$ cat config.mk
export PLATFORM = sky130hd
export DESIGN_NAME = stream_merge2_rr
export DESIGN_NICKNAME = d
export VERILOG_FILES = /design/src/rtl/stream_merge_pkg.sv /design/src/rtl/rr_arb2.sv /design/src/rtl/stream_merge2_rr.sv
export SDC_FILE = /design/constraint.sdc
export NUM_CORES = 1
export LEC_CHECK = 0
export CORE_AREA = 2 2 39 41
export DETAILED_ROUTE_END_ITERATION = 8
export DIE_AREA = 0 0 41 43
export PLACE_DENSITY_LB_ADDON = 0.25
export SLEW_MARGIN = 20
export SYNTH_ARGS = -nofsm -noshare
export SYNTH_HDL_FRONTEND = slang
export SYNTH_SLANG_ARGS = --single-unit
$ cat constraint.sdc
create_clock -name clk -period 2.2 [get_ports clk]
set_input_delay 0.44 -clock clk [delete_from_list [all_inputs] [get_ports clk]]
set_output_delay 0.44 -clock clk [all_outputs]
set_load 0.005 [all_outputs]
$ cat src/rtl/stream_merge_pkg.sv
// Shared types and constants for the two-input round-robin stream merger.
// Also provides the saturating counter helper used when STREAM_MERGE2_RR_STATS_EN is defined.
package stream_merge_pkg;

  typedef logic src_t;

  localparam src_t SRC_IN0 = 1'b0;
  localparam src_t SRC_IN1 = 1'b1;

  localparam int STATS_CNT_W = 8;

  function automatic logic [STATS_CNT_W-1:0] sat_inc(input logic [STATS_CNT_W-1:0] v);
    if (v == {STATS_CNT_W{1'b1}}) begin
      return v;
    end else begin
      return v + {{(STATS_CNT_W-1){1'b0}}, 1'b1};
    end
  endfunction

endpackage

$ cat src/rtl/rr_arb2.sv
// Two-requester round-robin arbiter. It holds the priority pointer, and the
// winner of each transfer hands priority to the other requester.
module rr_arb2
  import stream_merge_pkg::*;
(
  input  logic       clk,
  input  logic       reset,
  input  logic [1:0] req,
  input  logic       xfer,
  output src_t       grant
);

  src_t prio_q;
  src_t prio_d;

  // With no request, grant falls back to prio so the mux select stays defined.
  always_comb begin
    case (req)
      2'b01:   grant = SRC_IN0;
      2'b10:   grant = SRC_IN1;
      default: grant = prio_q;
    endcase
  end

  // The pointer moves only on an accepted transfer.
  always_comb begin
    prio_d = prio_q;
    if (xfer) begin
      prio_d = ~grant;
    end else begin
      prio_d = prio_q;
    end
  end

  // Priority pointer register.
  always_ff @(posedge clk or posedge reset) begin
    if (reset) begin
      prio_q <= SRC_IN0;
    end else begin
      prio_q <= prio_d;
    end
  end

endmodule

$ cat src/rtl/stream_merge2_rr.sv
// Merges two val/rdy streams into one registered output stream using round-robin arbitration.
// Define STREAM_MERGE2_RR_STATS_EN to add the saturating per-input transfer counters cnt0 and cnt1.
module stream_merge2_rr
  import stream_merge_pkg::*;
#(
  parameter int p_nbits = 4
) (
  input  logic               clk,
  input  logic               reset,
  input  logic               in0_val,
  output logic               in0_rdy,
  input  logic [p_nbits-1:0] in0_msg,
  input  logic               in1_val,
  output logic               in1_rdy,
  input  logic [p_nbits-1:0] in1_msg,
  output logic               out_val,
  input  logic               out_rdy,
  output logic [p_nbits-1:0] out_msg,
  output src_t               out_src
`ifdef STREAM_MERGE2_RR_STATS_EN
  ,
  output logic [STATS_CNT_W-1:0] cnt0,
  output logic [STATS_CNT_W-1:0] cnt1
`endif
);

  logic               out_val_q, out_val_d;
  logic [p_nbits-1:0] out_msg_q, out_msg_d;
  src_t               out_src_q, out_src_d;

  src_t               grant_s;
  logic               space_s;
  logic               acc0_s;
  logic               acc1_s;
  logic               xfer_s;
  logic [p_nbits-1:0] out_next_s;

  rr_arb2 u_arb (
    .clk   (clk),
    .reset (reset),
    .req   ({in1_val, in0_val}),
    .xfer  (xfer_s),
    .grant (grant_s)
  );

  assign space_s = ~out_val_q | out_rdy;

  // Ready is forced low during reset so nothing is handshaken before the first edge.
  assign in0_rdy = ~reset & space_s & in0_val & (grant_s == SRC_IN0);
  assign in1_rdy = ~reset & space_s & in1_val & (grant_s == SRC_IN1);

  assign acc0_s = in0_val & in0_rdy;
  assign acc1_s = in1_val & in1_rdy;
  assign xfer_s = acc0_s | acc1_s;

  assign out_next_s = (grant_s == SRC_IN1) ? in1_msg : in0_msg;

  // Next state of the output register: refill on a transfer, otherwise drain or hold.
  always_comb begin
    out_val_d = out_val_q;
    out_msg_d = out_msg_q;
    out_src_d = out_src_q;
    if (xfer_s) begin
      out_val_d = 1'b1;
      out_msg_d = out_next_s;
      out_src_d = grant_s;
    end else if (out_rdy & out_val_q) begin
      out_val_d = 1'b0;
    end else begin
      out_val_d = out_val_q;
    end
  end

  // Output pipeline register.
  always_ff @(posedge clk or posedge reset) begin
    if (reset) begin
      out_val_q <= 1'b0;
      out_msg_q <= {p_nbits{1'b0}};
      out_src_q <= SRC_IN0;
    end else begin
      out_val_q <= out_val_d;
      out_msg_q <= out_msg_d;
      out_src_q <= out_src_d;
    end
  end

  assign out_val = out_val_q;
  assign out_msg = out_msg_q;
  assign out_src = out_src_q;

`ifdef STREAM_MERGE2_RR_STATS_EN
  logic [STATS_CNT_W-1:0] cnt0_q, cnt0_d;
  logic [STATS_CNT_W-1:0] cnt1_q, cnt1_d;

  // Per-input transfer counts, saturating at all ones.
  always_comb begin
    cnt0_d = cnt0_q;
    cnt1_d = cnt1_q;
    if (acc0_s) begin
      cnt0_d = sat_inc(cnt0_q);
    end else begin
      cnt0_d = cnt0_q;
    end
    if (acc1_s) begin
      cnt1_d = sat_inc(cnt1_q);
    end else begin
      cnt1_d = cnt1_q;
    end
  end

  // Counter registers.
  always_ff @(posedge clk or posedge reset) begin
    if (reset) begin
      cnt0_q <= {STATS_CNT_W{1'b0}};
      cnt1_q <= {STATS_CNT_W{1'b0}};
    end else begin
      cnt0_q <= cnt0_d;
      cnt1_q <= cnt1_d;
    end
  end

  assign cnt0 = cnt0_q;
  assign cnt1 = cnt1_q;
`endif

endmodule

==> qor.tcl <==
set qor(outcome) {finished clean}
set qor(final_hold_viol_count) 0
set qor(largest_fanout_of_any_net_on_the_critical_path) 2
set qor(netlist_top_cells_area) {sky130_fd_sc_hd__dfrtp_1 (49%), sky130_fd_sc_hd__nor4b_4 (13%), sky130_fd_sc_hd__a22o_1 (9.9%)}
set qor(timing.final.crit_share_pct) 94.1
set qor(netlist_area_before_placement_um2) 354
set qor(pins_over_their_slew_limit) 0
set qor(htree_num_levels) 1
set qor(layout.cells.most_common_list) {sky130_fd_sc_hd__clkdlybuf4s50_1 (16), sky130_fd_sc_hd__dfrtp_1 (7), sky130_fd_sc_hd__buf_4 (6)}
set qor(global_route.overflow_total) 0
set qor(post-route-drc-count) 0
set qor(layout-area-overhead-vs-synth_pct) 79.2
set qor(detail_route.wirelength_um) 803
set qor(setup_slack_placement_ps) -588
set qor(synth_top_cell_by_area) {sky130_fd_sc_hd__dfrtp_1}
set qor(m1WireLength_um) 404
set qor(grt_pass1_vias) 337
set qor(yosys_warnings) 0
set qor(cts.repair_timing.setup_buffer_count) 0
set qor(grt_first_pass_wirelength_um) 1300
set qor(die-width_um) 41
set qor(critPathLaunchType) {input port}
set qor(grt_start_max_net_pins) 9
set qor(peakVddDrop_mv) 0.535
set qor(detailed_place.area_um2) 619
set qor(row_count) 14
set qor(synth.top_cell.area_share_pct) 49.5
set qor(minimum_period_implied_by_the_final_worst_setup_slack_ps) 2070
set qor(maximum_count_of_clock_buffers_along_a_single_path) 2
set qor(globalplace.congestion) 0.641
set qor(tightestPinTransition_ps) 279
set qor(antenna_found_initial) 0
set qor(detailroute.wirelength.met3_um) 62
set qor(postLayoutCellArea_um2) 634
set qor(post-route-worst-setup-slack_ps) 129
set qor(worst_ep_arrival_time_ps) 1630
set qor(dr.pass1.iters) 2
set qor(dpl.cell_count) 70
set qor(place_hpwl_um) 610
set qor(cellLeakagePower_nw) 0.322
set qor(setup_total_negative_slack_ps) 0
set qor(min_path_type) {flip-flop to flip-flop}
set qor(cts_inserted_buffers) 3
set qor(initial_utilization_pct) 25.6
set qor(met2_wirelength_um) 335
set qor(fmax_ghz) 0.483
set qor(grt_util_all_layers_pct) 11.2
set qor(core_outline_area_um2) 1380
set qor(die_height_um) 43
set qor(port-buffer-count) 20
set qor(cts.repair.resized) 11
set qor(fp.dieArea_um2) 1760
set qor(worstPathRequired_ps) 1760
set qor(post_drt_via_cell_ratio) 4.41
set qor(n_antenna_cell) 0
set qor(total_via_count_in_the_routed_design) 326
set qor(syn-num-nets) 42
set qor(rsz_0062_raised_after_global_routing) {no}
set qor(mostFrequentLayoutCell) {sky130_fd_sc_hd__clkdlybuf4s50_1}
set qor(share_of_final_layout_standard_cells_stronger_than_drive_strength_1_pct) 29.3
set qor(clock_sinks) 7
set qor(portion_of_the_post_synthesis_area_used_by_sequential_elements_pct) 49.5
set qor(maxSlewHeadroom_pct) 81.4
set qor(tritoncts) {done}
set qor(synth.avg_cell_area_um2) 12.6
set qor(root_buffer) {sky130_fd_sc_hd__clkbuf_4}
set qor(design_power_total_mw) 0.606
set qor(finalNetCount) 73
set qor(worstSetupPathType) {input port to primary output}
set qor(pin_count) 21
set qor(cp_capture_type) {primary output}
set qor(drv.max_cap_violation_count) 0
set qor(synth.ff_latch_count) 7
set qor(path_clk_slew_ps) 60
set qor(detailedRoute.firstIterationViolations) 6
set qor(antenna_violating_nets_post_route) 0
set qor(netlist-cell-type-count) 11
set qor(postSynthCellCount) 28
set qor(worstSkewPairLatency_ps) 250
set qor(skew_ps) 7.86
set qor(cellPowerDensity_nw_per_um2) 956
set qor(final_routed_wire_length_divided_by_cell_count_um) 10.9
set qor(top_layer) {met3}
set qor(finish.cell_count_without_fillers) 74
set qor(final-setup-viol-count) 0
set qor(hold_buffer_count_at_cts) 0
cell usage after synthesis:
master	number
sky130_fd_sc_hd__a21o_1	4
sky130_fd_sc_hd__a22o_1	4
sky130_fd_sc_hd__and2b_1	1
sky130_fd_sc_hd__dfrtp_1	7
sky130_fd_sc_hd__ha_1	1
sky130_fd_sc_hd__inv_1	2
sky130_fd_sc_hd__mux2i_1	1
sky130_fd_sc_hd__nor2_1	4
sky130_fd_sc_hd__nor2_2	1
sky130_fd_sc_hd__nor4b_4	2
sky130_fd_sc_hd__or3_2	1
worst max-delay path, cell delays in order:
cell and delay (ps):
sky130_fd_sc_hd__dlygate4sd2_1 240, sky130_fd_sc_hd__ha_1 300, sky130_fd_sc_hd__mux2i_1 140, sky130_fd_sc_hd__buf_4 150, sky130_fd_sc_hd__nor4b_4 210, sky130_fd_sc_hd__buf_2 150
cell families after synthesis:
kind of cell | count (synthesis) | synth area share (%)
buffers and inverters | 2 | 2.12
AOI/OAI and AO/OA | 8 | 18.4
DFF | 7 | 49.5
adders and majority gates | 1 | 3.53
muxes | 1 | 2.83
and+or+nand+nor | 9 | 23.7
layer usage:
| metal | vias up | GRT usage, % |
|---|---|---|
| met2 | 15 | 14.4 |
| met3 | 0 | 3.14 |
| met4 | 0 | 10.0 |
| met1 | 151 | 14.4 |
| met5 | - | 0 |
| li1 | 160 | - |
cell type report:
cell class | instances | area, um^2
fill | 144 | 749
inverter | 2 | 7.51
timing repair buffer | 26 | 233
multi-input combinational | 19 | 171
clock inverter | 1 | 5.00
tap | 16 | 20.0
clock buffer | 3 | 22.5
sequential | 7 | 175
power by group:
| part | switching [mW] | internal [mW] | total [mW] |
|---|---|---|---|
| clock network | 0.0517 | 0.0666 | 0.118 |
| registers | 0.0307 | 0.190 | 0.221 |
| logic | 0.0859 | 0.181 | 0.267 |
worst paths after layout:
path                                    from    endpoint  slack [ps]  depth (start not counted)
min in group asynchronous              reset     out_val         590                          2
worst max register to register  u_arb.prio_q     out_val         730                          5
worst min-delay path              out_msg[2]  out_msg[2]         480                          1
max in group asynchronous              reset  out_msg[3]        1380                          2
worst min register to register    out_msg[2]  out_msg[2]         480                          1
worst max-delay path                 in1_val     in1_rdy         130                          6
state kept, by name, summed over array words and instances (netlist names):
| name | count |
|---|---|
| out_val | 1 |
| u_arb.prio_q | 1 |
| out_src | 1 |
| out_msg | 4 |
stage by stage:
stage                     hold slack [ps]  utilization, %
after floorplan                       243               -
after global placement                467            44.8
final                                 482            45.8
after detailed placement              472            44.8
after global routing                  498            45.8
after CTS                             486            45.8
(Power assumes the default switching activity.)
==> variant: new RTL, same flow settings <==
Set the parameter `p_nbits` to 3 (it was 4).
--- a/src/rtl/stream_merge2_rr.sv
+++ b/src/rtl/stream_merge2_rr.sv
@@ -3,7 +3,7 @@
 module stream_merge2_rr
   import stream_merge_pkg::*;
 #(
-  parameter int p_nbits = 4
+  parameter int p_nbits = 3
 ) (
   input  logic               clk,
   input  logic               reset,
Interface: changed (resized in0_msg, in1_msg and out_msg); port bits go from 21 to 18. No check against the original RTL was run, so the function may have changed too.
==> variant against the original RTL <==
- sequential cell count shrank 1
- setup slack better by 0.018 ns
- design area shrank 12%
- critical path depth is the same
- first-iteration DRC count is 83% lower
- non-clock buffer count shrank 5
- critical path type unchanged
- sequential share of layout area fell by 0.83 points
- global-route usage rose by 0.11 points
- routed wire length down 6.8%
- power down 12%
- core utilization is 5.3 points lower
- area after synthesis is 10% lower
==> variant: results (changes against the original RTL) <==
status: "complete, no violations"
clk_pin_slew_ns: 0.05
slowest_delay_ns: 0.27  # -0.03 ns
synth_seq_area_share: 0.472  # -0.0223
relSlewSlack: 0.839  # +0.0251
io_buffers: 17  # -15%
leakagePower_uw: 0.000270  # -16%
drt_iter0_drc: 1  # -5
vias: 283  # -13%
critPathSlowestCell: "dlygate4sd2_1"
arrival_ns: 1.61  # -0.02 ns
groute.usage.overall: 0.113  # +0.00112
largest_reg_flops: 3  # -1
synthTopCellsByArea: "dfrtp_1 (47%), nor4b_4 (15%), a22o_1 (8.3%), a21o_1 (7.1%), nor2_1 (4.7%)"
cp_max_fo: 2  # unchanged
peakVddDrop_uv: 521  # -2.6%
gp_congestion: 0.596  # -7.0%
finalPower_uw: 531  # -12%
grt_pass1_vias: 313  # -7.1%
post-place-cells: 62  # -11%
drt_wl_total_um: 748  # -6.8%
yosys-top-cells-count: "dfrtp_1 (6), nor2_1 (4), a21o_1 (3), a22o_1 (3)"
final_layout_size_suffix_gt1_frac: 0.347  # +0.0538
drtPass1Iterations: 2  # unchanged
finalNonFillerCells: 65  # -12%
n_fill_cell: 134  # -6.9%
synth_fp_nets: 37  # -12%
syn_area_per_cell_um2: 12.7  # +0.52%
grt_pass1_wl_um: 1260  # -3.2%
layout.nets: 63  # -14%
clock-root-buffer: "clkbuf_4"
dp_hpwl_um: 614  # +0.77%
dpl-instance-area_um2: 538  # -13%
grt_max_degree: 8  # -1
clock_skew_ns: 0.00545  # -0.00241 ns
[variant: critical path, delay by kind of cell]
family | cells | cell delay, ns
adders and majority gates | 1 | 0.25
buffers and inverters | 3 | 0.56
and+or+nand+nor | 1 | 0.21
muxes | 1 | 0.15
[variant: worst paths after layout]
path | startpoint | to | slack, ns | cells after the start
setup reg to reg | u_arb.prio_q | out_val | 0.72 | 5
min in group asynchronous | reset | u_arb.prio_q | 0.59 | 2
hold / removal | out_msg[2] | out_msg[2] | 0.49 | 1
setup / recovery | in1_val | in1_rdy | 0.15 | 6
max in group asynchronous | reset | out_msg[0] | 1.42 | 2
hold reg to reg | out_msg[2] | out_msg[2] | 0.49 | 1
[variant: cells by family after synthesis]
family / share of synthesized area
simple gates: 0.268
compound gates: 0.154
flops: 0.472
buf+inv: 0.0236
mux: 0.0433
fa+ha+maj: 0.0394
[variant: repair_timing]
| item | 4_1_cts | 5_1_grt |
|---|---|---|
| setup endpoints to repair | 2 | 0 |
| hold buffers | 0 | 0 |
| resized for setup | 12 | 0 |
| endpoints found under the hold margin | 0 | 0 |
[variant: area by class of cell]
| cell class | instances | area share |
|---|---|---|
| multi-input combinational | 17 | 0.308 |
| tap | 16 | 0.0357 |
| timing repair buffer | 21 | 0.335 |
| clock buffer | 3 | 0.0402 |
| inverter | 2 | 0.0134 |
| sequential | 6 | 0.268 |
[variant: where the power goes]
part / internal [uW] / switching (uW) / leakage (uW)
Clock: 61.7 / 39.0 / 0.0000138
Combinational: 156 / 79.0 / 0.000183
Sequential: 163 / 31.3 / 0.0000731
Total: 381 / 149 / 0.000270
[variant: per-layer routing]
metal,track usage,up-vias,part of all wire
met2,0.166,17,0.47
li1,-,139,-
met5,0,-,0
met1,0.115,127,0.40
met4,0.0600,0,0
met3,0.0785,0,0.14
[variant: metrics by stage]
| step | hold WS, ns | TNS (ns) | util | setup WS [ns] |
|---|---|---|---|---|
| 2_1_floorplan | 0.231 | 0 | - | 0.290 |
| 3_3_place_gp | 0.467 | -1.50 | 0.389 | -0.548 |
| 3_5_place_dp | 0.480 | -1.65 | 0.389 | -0.552 |
| 4_1_cts | 0.502 | 0 | 0.405 | 0.131 |
| 5_1_grt | 0.514 | 0 | 0.405 | 0.0743 |
| 6_report | 0.492 | 0 | 0.405 | 0.147 |
